==> config.mk <==
export PLATFORM = sky130hd
export DESIGN_NAME = execute_cycle
export DESIGN_NICKNAME = d
export VERILOG_FILES = /design/src/rtl/pipe_pkg.sv /design/src/rtl/alu.sv /design/src/rtl/execute_cycle.sv
export SDC_FILE = /design/constraint.sdc
export NUM_CORES = 1
export LEC_CHECK = 0
export CAP_MARGIN = 20
export CORE_MARGIN = 3
export CORE_UTILIZATION = 38
export CTS_BUF_LIST = sky130_fd_sc_hd__clkbuf_8 sky130_fd_sc_hd__clkbuf_16
export DETAILED_ROUTE_END_ITERATION = 7
export PLACE_DENSITY = 0.65
export SYNTH_ARGS = -nofsm -noshare
export SYNTH_HDL_FRONTEND = slang
export SYNTH_HIERARCHICAL = 1
export SYNTH_SLANG_ARGS = --single-unit
==> constraint.sdc <==
create_clock -name clk -period 7.8 [get_ports clk]
set_input_delay 1.17 -clock clk [delete_from_list [all_inputs] [get_ports clk]]
set_output_delay 1.17 -clock clk [all_outputs]
set_load 0.05 [all_outputs]
==> src/rtl/pipe_pkg.sv <==
// Shared pipeline definitions: ALU operation codes and forwarding selects.
package pipe_pkg;

    // ALU operation select codes driven by decode
    localparam logic [3:0] ALU_AND  = 4'b0000;
    localparam logic [3:0] ALU_OR   = 4'b0001;
    localparam logic [3:0] ALU_ADD  = 4'b0010;
    localparam logic [3:0] ALU_XOR  = 4'b0011;
    localparam logic [3:0] ALU_SLL  = 4'b0100;
    localparam logic [3:0] ALU_SRL  = 4'b0101;
    localparam logic [3:0] ALU_SUB  = 4'b0110;
    localparam logic [3:0] ALU_SLT  = 4'b0111;
    localparam logic [3:0] ALU_SRA  = 4'b1000;
    localparam logic [3:0] ALU_SLTU = 4'b1001;

    // Operand forwarding selects from the hazard unit (2'b11 falls back to the register file)
    localparam logic [1:0] FWD_RF  = 2'b00;
    localparam logic [1:0] FWD_WB  = 2'b01;
    localparam logic [1:0] FWD_MEM = 2'b10;

endpackage

==> src/rtl/alu.sv <==
// Combinational RV32I integer ALU with a zero flag for branch compares.
module alu
    import pipe_pkg::*;
#(
    parameter int XLEN = 32
) (
    input  logic [XLEN-1:0] A,
    input  logic [XLEN-1:0] B,
    input  logic [3:0]      ALUControl,
    output logic [XLEN-1:0] Result,
    output logic            Zero
);

    localparam int SHW = $clog2(XLEN);

    logic signed [XLEN-1:0] a_s;
    logic signed [XLEN-1:0] b_s;
    logic        [SHW-1:0]  shamt;

    assign a_s   = A;
    assign b_s   = B;
    assign shamt = B[SHW-1:0];

    // Operation select; unassigned codes yield zero
    always_comb begin
        Result = '0;
        case (ALUControl)
            ALU_AND:  Result = A & B;
            ALU_OR:   Result = A | B;
            ALU_ADD:  Result = A + B;
            ALU_XOR:  Result = A ^ B;
            ALU_SLL:  Result = A << shamt;
            ALU_SRL:  Result = A >> shamt;
            ALU_SUB:  Result = A - B;
            ALU_SLT:  Result = {{(XLEN-1){1'b0}}, (a_s < b_s)};
            ALU_SRA:  Result = a_s >>> shamt;
            ALU_SLTU: Result = {{(XLEN-1){1'b0}}, (A < B)};
            default:  Result = '0;
        endcase
    end

    assign Zero = (Result == '0);

endmodule

==> src/rtl/execute_cycle.sv <==
// Execute stage: operand forwarding, ALU, beq resolution and the EX/MEM register.
module execute_cycle
    import pipe_pkg::*;
#(
    parameter int XLEN = 32
) (
    input  logic            clk,
    input  logic            rst,
    input  logic            RegWriteE,
    input  logic            ALUSrcE,
    input  logic            MemWriteE,
    input  logic            MemReadE,
    input  logic            ResultSrcE,
    input  logic            BranchE,
    input  logic [3:0]      ALUControlE,
    input  logic [XLEN-1:0] RD1_E,
    input  logic [XLEN-1:0] RD2_E,
    input  logic [XLEN-1:0] Imm_Ext_E,
    input  logic [4:0]      RD_E,
    input  logic [XLEN-1:0] PCE,
    input  logic [XLEN-1:0] PCPlus4E,
    input  logic [1:0]      ForwardA_E,
    input  logic [1:0]      ForwardB_E,
    input  logic [XLEN-1:0] ResultW,
    output logic            PCSrcE,
    output logic [XLEN-1:0] PCTargetE,
    output logic            RegWriteM,
    output logic            MemWriteM,
    output logic            MemReadM,
    output logic            ResultSrcM,
    output logic [4:0]      RD_M,
    output logic [XLEN-1:0] ALUResultM,
    output logic [XLEN-1:0] WriteDataM,
    output logic [XLEN-1:0] PCPlus4M
);

    // Forwarding mux shared by both operands; the unused code reads the register file
    function automatic logic [XLEN-1:0] fwd_mux(
        input logic [1:0]      sel,
        input logic [XLEN-1:0] rf_val,
        input logic [XLEN-1:0] wb_val,
        input logic [XLEN-1:0] mem_val
    );
        case (sel)
            FWD_WB:  return wb_val;
            FWD_MEM: return mem_val;
            default: return rf_val;
        endcase
    endfunction

    logic [XLEN-1:0] src_a;
    logic [XLEN-1:0] src_b_fwd;
    logic [XLEN-1:0] alu_b;
    logic [XLEN-1:0] alu_result;
    logic            zero;

    assign src_a     = fwd_mux(ForwardA_E, RD1_E, ResultW, ALUResultM);
    assign src_b_fwd = fwd_mux(ForwardB_E, RD2_E, ResultW, ALUResultM);
    assign alu_b     = ALUSrcE ? Imm_Ext_E : src_b_fwd;

    alu #(.XLEN(XLEN)) u_alu (
        .A          (src_a),
        .B          (alu_b),
        .ALUControl (ALUControlE),
        .Result     (alu_result),
        .Zero       (zero)
    );

    assign PCSrcE    = BranchE & zero;
    assign PCTargetE = PCE + Imm_Ext_E;

    // ---- EX/MEM boundary: capture every edge, cleared whenever reset is asserted ----
    always_ff @(posedge clk or negedge rst) begin
        if (!rst) begin
            RegWriteM  <= 1'b0;
            MemWriteM  <= 1'b0;
            MemReadM   <= 1'b0;
            ResultSrcM <= 1'b0;
            RD_M       <= '0;
            ALUResultM <= '0;
            WriteDataM <= '0;
            PCPlus4M   <= '0;
        end else begin
            RegWriteM  <= RegWriteE;
            MemWriteM  <= MemWriteE;
            MemReadM   <= MemReadE;
            ResultSrcM <= ResultSrcE;
            RD_M       <= RD_E;
            ALUResultM <= alu_result;
            WriteDataM <= src_b_fwd;
            PCPlus4M   <= PCPlus4E;
        end
    end

endmodule

==> impl_results.md, run 1 <==
- FF-to-FF setup slack: 3400 ps
- Synth cell types: 98
- DRC viols: 0
- Syn Nets: 2491
- Drt wl/cell: 29.9 um
- CP arrival: 6460 ps
- Crit path max-delay cell type: clkdlybuf4s50_1
- WP data required: 6630 ps
- Met1 Use GR: 0.507
- First-pass GRT wire length: 135 mm
- 1st-pass router iterations: 6
- Row Count: 75
- Normalized max-slew margin: 0.125
- Tot Pwr: 4.40 mW
- Area contributors post-synth: dfrtp_1, ha_1, o21ai_0, nand2_1, mux4_2
- Final Hold Viols: 0
- Die Area: 45400 um^2
- Initial DRC count: 2874
- Post-synth top area cell: dfrtp_1
- Pwr per Cell Area: 192 nW/um^2
- Final period util: 0.978
- Share of synthesized registers carrying an async set or reset: 1.00
- Top-count cell post-synth: nand2_1
- Yosys warns: 6
- CP Class: in -> out
- Die width: 213 um
- Commonest cells post-synth: nand2_1, o21ai_0, nor2_1
- Cell area after synthesis: 16300 um^2
- VDD IR-drop max: 0.115 mV
- RR Startpoint: ALUResultM[0]
- Sink Count: 105
- Seq/Total Area, Yosys: 0.161
- Crit end category: output port
- Final setup fails: 0
- Least-Margin Pin Slew: 1300 ps
- CTS tree: done
- Syn Area/Cell: 7.61 um^2
- Largest net degree at the start of global routing: 73
- Worst slack, placed: -117 ps
- Worst r2r path cells: 19
- Die height: 213 um
- Clock skew: 11.3 ps
- Hold Slack: 698 ps
- Worst r2r dst: ALUResultM[28]
- CP max stage delay: 540 ps
- Total track usage: 0.402
- Nets: 3012
- GRT met2 Usage: 0.639
- Vias per cell: 6.50
- Synth top area share: 0.161
- Final Max Slew Viols: 0
- Initial Utilization: 0.387
- Clock root buffer: clkbuf_16
- HP Class: reg -> reg
- Mapped Cells: 2142
- Flops & latches, synth: 105
- Top Ports: 351
- Critical Path Start Type: primary input
- Crit path cell chain: clkdlybuf4s50_1 -> inv_1 -> ha_4 -> buf_12 -> o21ai_0 -> inv_1 -> ha_1 -> inv_2 -> a221oi_4 -> a21oi_2 -> or4_4 -> buf_4 -> o21ba_2 -> mux2i_1 -> or4_4 -> or3_1 -> nor3_2 -> nand4b_1 -> nor4_2 -> and2_4 -> buf_12
- CTS Buffer Depth: 2
- Clk slew on worst S/H paths: 70 ps
- DR vias: 20900
- Crit. Startpoint: ForwardA_E[0]
- P_leak: 9.74 nW
- MaxCap Viol Count: 0
- Final core occ: 0.545
- CTS H-tree depth: 3
- Setup crit end: PCSrcE
- Buffers on Ports: 350
- Most used DFF post-synth: dfrtp_1
- Post-route ant nets: 0
- Post-synth EDFFs: 0
- Gpl congestion: 1.07
- Placeable Area: 42100 um^2
- GR Util met3: 0.0912
- CTS Buf Count: 9
- Fin worst setup slack: 170 ps
- Fill count: 4038
- Vias in the first global route: 20100
- Final wirelength: 96.1 mm
- Critical-path maximum fanout: 19
- Clk_lat worst skew: 380 ps
- Final Critical Period: 7630 ps
- Outcome: complete, no violations
- Initial antenna violation count: 8
- HPWL Detailed: 77.6 mm
- Overflow after GRT: 0
- Most Used Layer, Global Route: met2
- Syn-to-layout area delta: 40.9%
- Layout cell share with drive strength beyond 1: 0.195
- Fmax: 131 MHz
power by group:
| part | total, mW | switching (mW) | internal (mW) |
|---|---|---|---|
| registers | 0.684 | 0.0674 | 0.617 |
| logic | 3.26 | 2.01 | 1.24 |
| clock network | 0.462 | 0.239 | 0.224 |
sequential cells by signal, summed over array words and instances (netlist names):
| name | flops |
|---|---|
| MemWriteM | 1 |
| RD_M | 5 |
| ResultSrcM | 1 |
| WriteDataM | 32 |
| MemReadM | 1 |
| RegWriteM | 1 |
| PCPlus4M | 32 |
| ALUResultM | 32 |
layout make-up:
type	count	area, um^2	share of cell area
Timing Repair Buffer	674	6140	0.268
Antenna cell	6	15.0	0.000654
Sequential cell	105	2630	0.114
Clock inverter	7	58.8	0.00256
Inverter	137	514	0.0224
Tap cell	539	674	0.0294
Multi-Input combinational cell	1736	12700	0.553
Clock buffer	9	225	0.00981
logic make-up (layout without fill, tap and decap cells):
group | after synthesis | in the layout | share of synthesized area
compound gates | 752 | 752 | 0.309
other cells | 0 | 6 | 0
xor+xnor | 42 | 42 | 0.0226
flops | 105 | 105 | 0.161
buf+inv | 301 | 827 | 0.0753
fa+ha+maj | 136 | 136 | 0.106
mux | 179 | 179 | 0.144
simple gates | 627 | 627 | 0.182
per-stage QoR:
| stage | TNS (ps) | area, um^2 | std cells |
|---|---|---|---|
| after global placement | -57.3 | 22400 | 3186 |
| after CTS | 0 | 22700 | 3202 |
| after detailed placement | -117 | 22400 | 3186 |
| after floorplan | 0 | 16300 | 2142 |
| after global routing | -15.8 | 23000 | 3213 |
| final | 0 | 23000 | 3213 |
cell usage in the layout, fill, tap and decap left out, types with 19 or more instances in the layout:
master and n:
clkdlybuf4s50_1 344, mux2_2 62, nand2_1 231, o22ai_1 37, xnor2_1 30, nor3_1 38, a211oi_1 27, mux2i_1 74
o21ai_0 169, dfrtp_1 105, inv_1 131, a31oi_1 25, nor2b_1 24, nor2_1 148, o211ai_1 42, ha_1 128
nand4_1 26, nand3_1 40, a21oi_1 135, a221oi_1 19, a21o_1 26, mux4_2 36, buf_4 305, a22oi_1 70
timing repair:
item | 4_1_cts | 5_1_grt
hold buffers | 0 | 0
resized for setup | 1 | 67
endpoints found under the setup margin | 1 | 1
cloned | 0 | 1
pin swaps | 0 | 10
setup buffers | 0 | 4
worst min path at each step:
| stage | startpoint | end | depth (start not counted) |
|---|---|---|---|
| after floorplan | rst | ALUResultM[0] | 0 |
| after global placement | ALUResultM[13] | WriteDataM[13] | 2 |
| after detailed placement | ALUResultM[11] | WriteDataM[11] | 2 |
| after CTS | ALUResultM[13] | WriteDataM[13] | 2 |
| after global routing | ALUResultM[0] | WriteDataM[0] | 2 |
| final | ALUResultM[11] | WriteDataM[11] | 2 |
critical path: cells and delay by family:
family | cells | cell delay, ps
adders and majority gates | 2 | 650
buffers and inverters | 7 | 1360
muxes | 1 | 120
AOI/OAI and AO/OA | 4 | 1090
and+or+nand+nor | 7 | 2040
metal layers:
metal / vias up / part of all wire
met5: - / 0.00014
met4: 2 / 0.062
met3: 284 / 0.11
met2: 1436 / 0.45
met1: 10100 / 0.38
li1: 9070 / -
(Power assumes the default switching activity.)
==> run 2, diff against run 1 <==
--- a/config.mk
+++ b/config.mk
@@ -6,11 +6,11 @@
 export NUM_CORES = 1
 export LEC_CHECK = 0
 export CAP_MARGIN = 20
+export CORE_ASPECT_RATIO = 0.8
 export CORE_MARGIN = 3
-export CORE_UTILIZATION = 38
+export CORE_UTILIZATION = 37
 export CTS_BUF_LIST = sky130_fd_sc_hd__clkbuf_8 sky130_fd_sc_hd__clkbuf_16
 export DETAILED_ROUTE_END_ITERATION = 7
-export PLACE_DENSITY = 0.65
 export SYNTH_ARGS = -nofsm -noshare
 export SYNTH_HDL_FRONTEND = slang
 export SYNTH_HIERARCHICAL = 1
==> run 2 against run 1 <==
Against the previous run: utilization fell by 0.41 points; via count increased by 1.1%; sequential power barely moved; routed wire length barely moved; maximum frequency is 1.2% higher; sequential cell count did not move; sequential share of layout area fell by 0.23 points; power increased by 2.3%.
==> impl_results.md, run 2 (synthesis gave the netlist of run 1 again) <==
- Final period util: 0.967 (-0.0112)
- Final Hold Viols: 0 (unchanged)
- WP data required: 6630 ps (about the same)
- Top Ports: 351 (unchanged)
- Tot Pwr: 4.51 mW (+2.3%)
- Final wirelength: 96.0 mm (about the same)
- Clk slew on worst S/H paths: 90 ps (+20 ps)
- Gpl congestion: 1.05 (-2.3%)
- Critical-path maximum fanout: 9 (-10)
- Die Area: 46600 um^2 (+2.7%)
- CTS H-tree depth: 3 (unchanged)
- Fill count: 4152 (+2.8%)
- Initial DRC count: 3015 (+4.9%)
- Crit end category: output port
- Clk_lat worst skew: 390 ps (about the same)
- Final Critical Period: 7540 ps (-87.1 ps)
- Initial antenna violation count: 2 (-6)
- Die height: 194 um (-9.1%)
- P_leak: 10.0 nW (+3.2%)
- CTS tree: done
- Worst Hold Depth: 2 (unchanged)
- Hold Slack: 713 ps (+14.8 ps)
- DRC viols: 0 (unchanged)
- Critical Path Start Type: primary input
- Pwr per Cell Area: 192 nW/um^2 (+0.33%)
- DR vias: 21100 (+1.1%)
- Syn-to-layout area delta: 43.8%
- Vias per cell: 6.41 (-1.5%)
- Layout cell share with drive strength beyond 1: 0.215 (+0.0204)
- CTS Buffer Depth: 2 (unchanged)
- RR Startpoint: ALUResultM[4]
- Fmax: 133 MHz (+1.2%)
- Buffers on Ports: 350 (unchanged)
- Most frequent cells in the layout: buf_4, clkdlybuf4s50_1, nand2_1
- Overflow after GRT: 0 (unchanged)
- Total track usage: 0.396 (-0.00614)
- Commonest non-fill, non-tap cell in the layout: buf_4
- Normalized max-slew margin: 0.167 (+0.0412)
- Final Max Slew Viols: 0 (unchanged)
- CP arrival: 6370 ps (-90 ps)
- Clock skew: 11.9 ps (+0.559 ps)
- CP Class: in -> out
- Final setup fails: 0 (unchanged)
- Initial Utilization: 0.376 (-0.0105)
- CTS Buf Count: 9 (unchanged)
- RSZ-0062 raised after global routing: no
- Clock root buffer: clkbuf_16
- Multi-input gate area: 12700 um^2 (unchanged)
- Sink Count: 105 (unchanged)
- FF-to-FF setup slack: 3440 ps (+40 ps)
- Post-route ant nets: 0 (unchanged)
- Worst r2r path cells: 18 (-1)
- First-pass GRT wire length: 139 mm (+2.3%)
- Hold EP: WriteDataM[29]
- Nets: 3080 (+2.3%)
- Largest regs: ALUResultM (32), PCPlus4M (32), WriteDataM (32)
- 1st-pass router iterations: 6 (unchanged)
- Vias in the first global route: 20300 (+1.3%)
- Drt wl/cell: 29.1 um (-2.6%)
- VDD IR-drop max: 0.123 mV (+7.0%)
- Least-Margin Pin Slew: 1240 ps (-62.1 ps)
- Outcome: complete, no violations
- Largest net degree at the start of global routing: 62 (-15%)
- HP Class: reg -> reg
- Register area: 2630 um^2 (unchanged)
- Row Count: 68 (-9.3%)
- MaxCap Viol Count: 0 (unchanged)
- Placeable Area: 43300 um^2 (+2.8%)
- Die width: 241 um (+13%)
- Min-delay src: ALUResultM[29]
- HPWL Detailed: 79.3 mm (+2.2%)
- Worst r2r dst: ALUResultM[28]
## run 2: through the flow
stage / TNS, ps / area, um^2 / util / cells / setup slack, ps
final: 0 / 23400 / 0.541 / 3297 / 257
after global routing: 0 / 23400 / 0.541 / 3296 / 42.9
after CTS: 0 / 23200 / 0.536 / 3293 / 32.5
after detailed placement: -321 / 22800 / 0.527 / 3277 / -321
after global placement: -293 / 22800 / 0.527 / 3277 / -293
after floorplan: 0 / 16300 / - / 2142 / 40.9
## run 2: worst max-delay path, cell delays in order
cell	delay (ps)
clkdlybuf4s50_1	700
buf_4	270
mux2_4	210
ha_1	180
inv_1	70
fa_1	380
nor2b_1	150
o211ai_1	250
a21oi_1	120
or4_4	600
o21a_1	220
a2bb2o_1	250
o21ai_2	200
or4b_4	500
nor4_4	210
buf_4	150
nand4b_1	110
nor4_2	280
and2_4	200
buf_12	130
## run 2: cell type report
cell class / instances / area share
Antenna cell: 1 / 0.000107
Clock buffer: 9 / 0.00962
Clock inverter: 7 / 0.00390
Inverter: 137 / 0.0220
Multi-Input combinational cell: 1736 / 0.542
Sequential cell: 105 / 0.112
Tap cell: 560 / 0.0299
Timing Repair Buffer: 742 / 0.280
## run 2: worst max-delay path by stage
stage                   from      to  slack [ps]  depth (start not counted)
2_1_floorplan  ForwardB_E[0]  PCSrcE          40                         26
3_3_place_gp   ForwardB_E[0]  PCSrcE        -290                         21
3_5_place_dp   ForwardB_E[0]  PCSrcE        -320                         21
4_1_cts        ForwardB_E[1]  PCSrcE          30                         24
5_1_grt              ALUSrcE  PCSrcE          40                         20
6_report             ALUSrcE  PCSrcE         260                         20
## run 2: report_power, final
group | switching (mW) | total [mW] | internal, mW
clock network | 0.273 | 0.507 | 0.234
logic | 2.03 | 3.32 | 1.29
registers | 0.0661 | 0.683 | 0.617
total | 2.37 | 4.51 | 2.14
## run 2: what timing repair did
action	4_1_cts	5_1_grt
endpoints found under the setup margin	1	1
hold endpoints to repair	0	0
gates resized for setup	14	52
pin swaps	1	13
hold buffers	0	0
buffers inserted	0	3
## run 2: layer usage
metal,share of wire,wire length [um],vias to the layer above,track usage
met5,0.00028,27,-,0
met4,0.046,4440,4,0.162
met3,0.12,11200,232,0.101
met2,0.43,41000,1474,0.590
met1,0.41,39400,10200,0.544
li1,-,-,9215,-
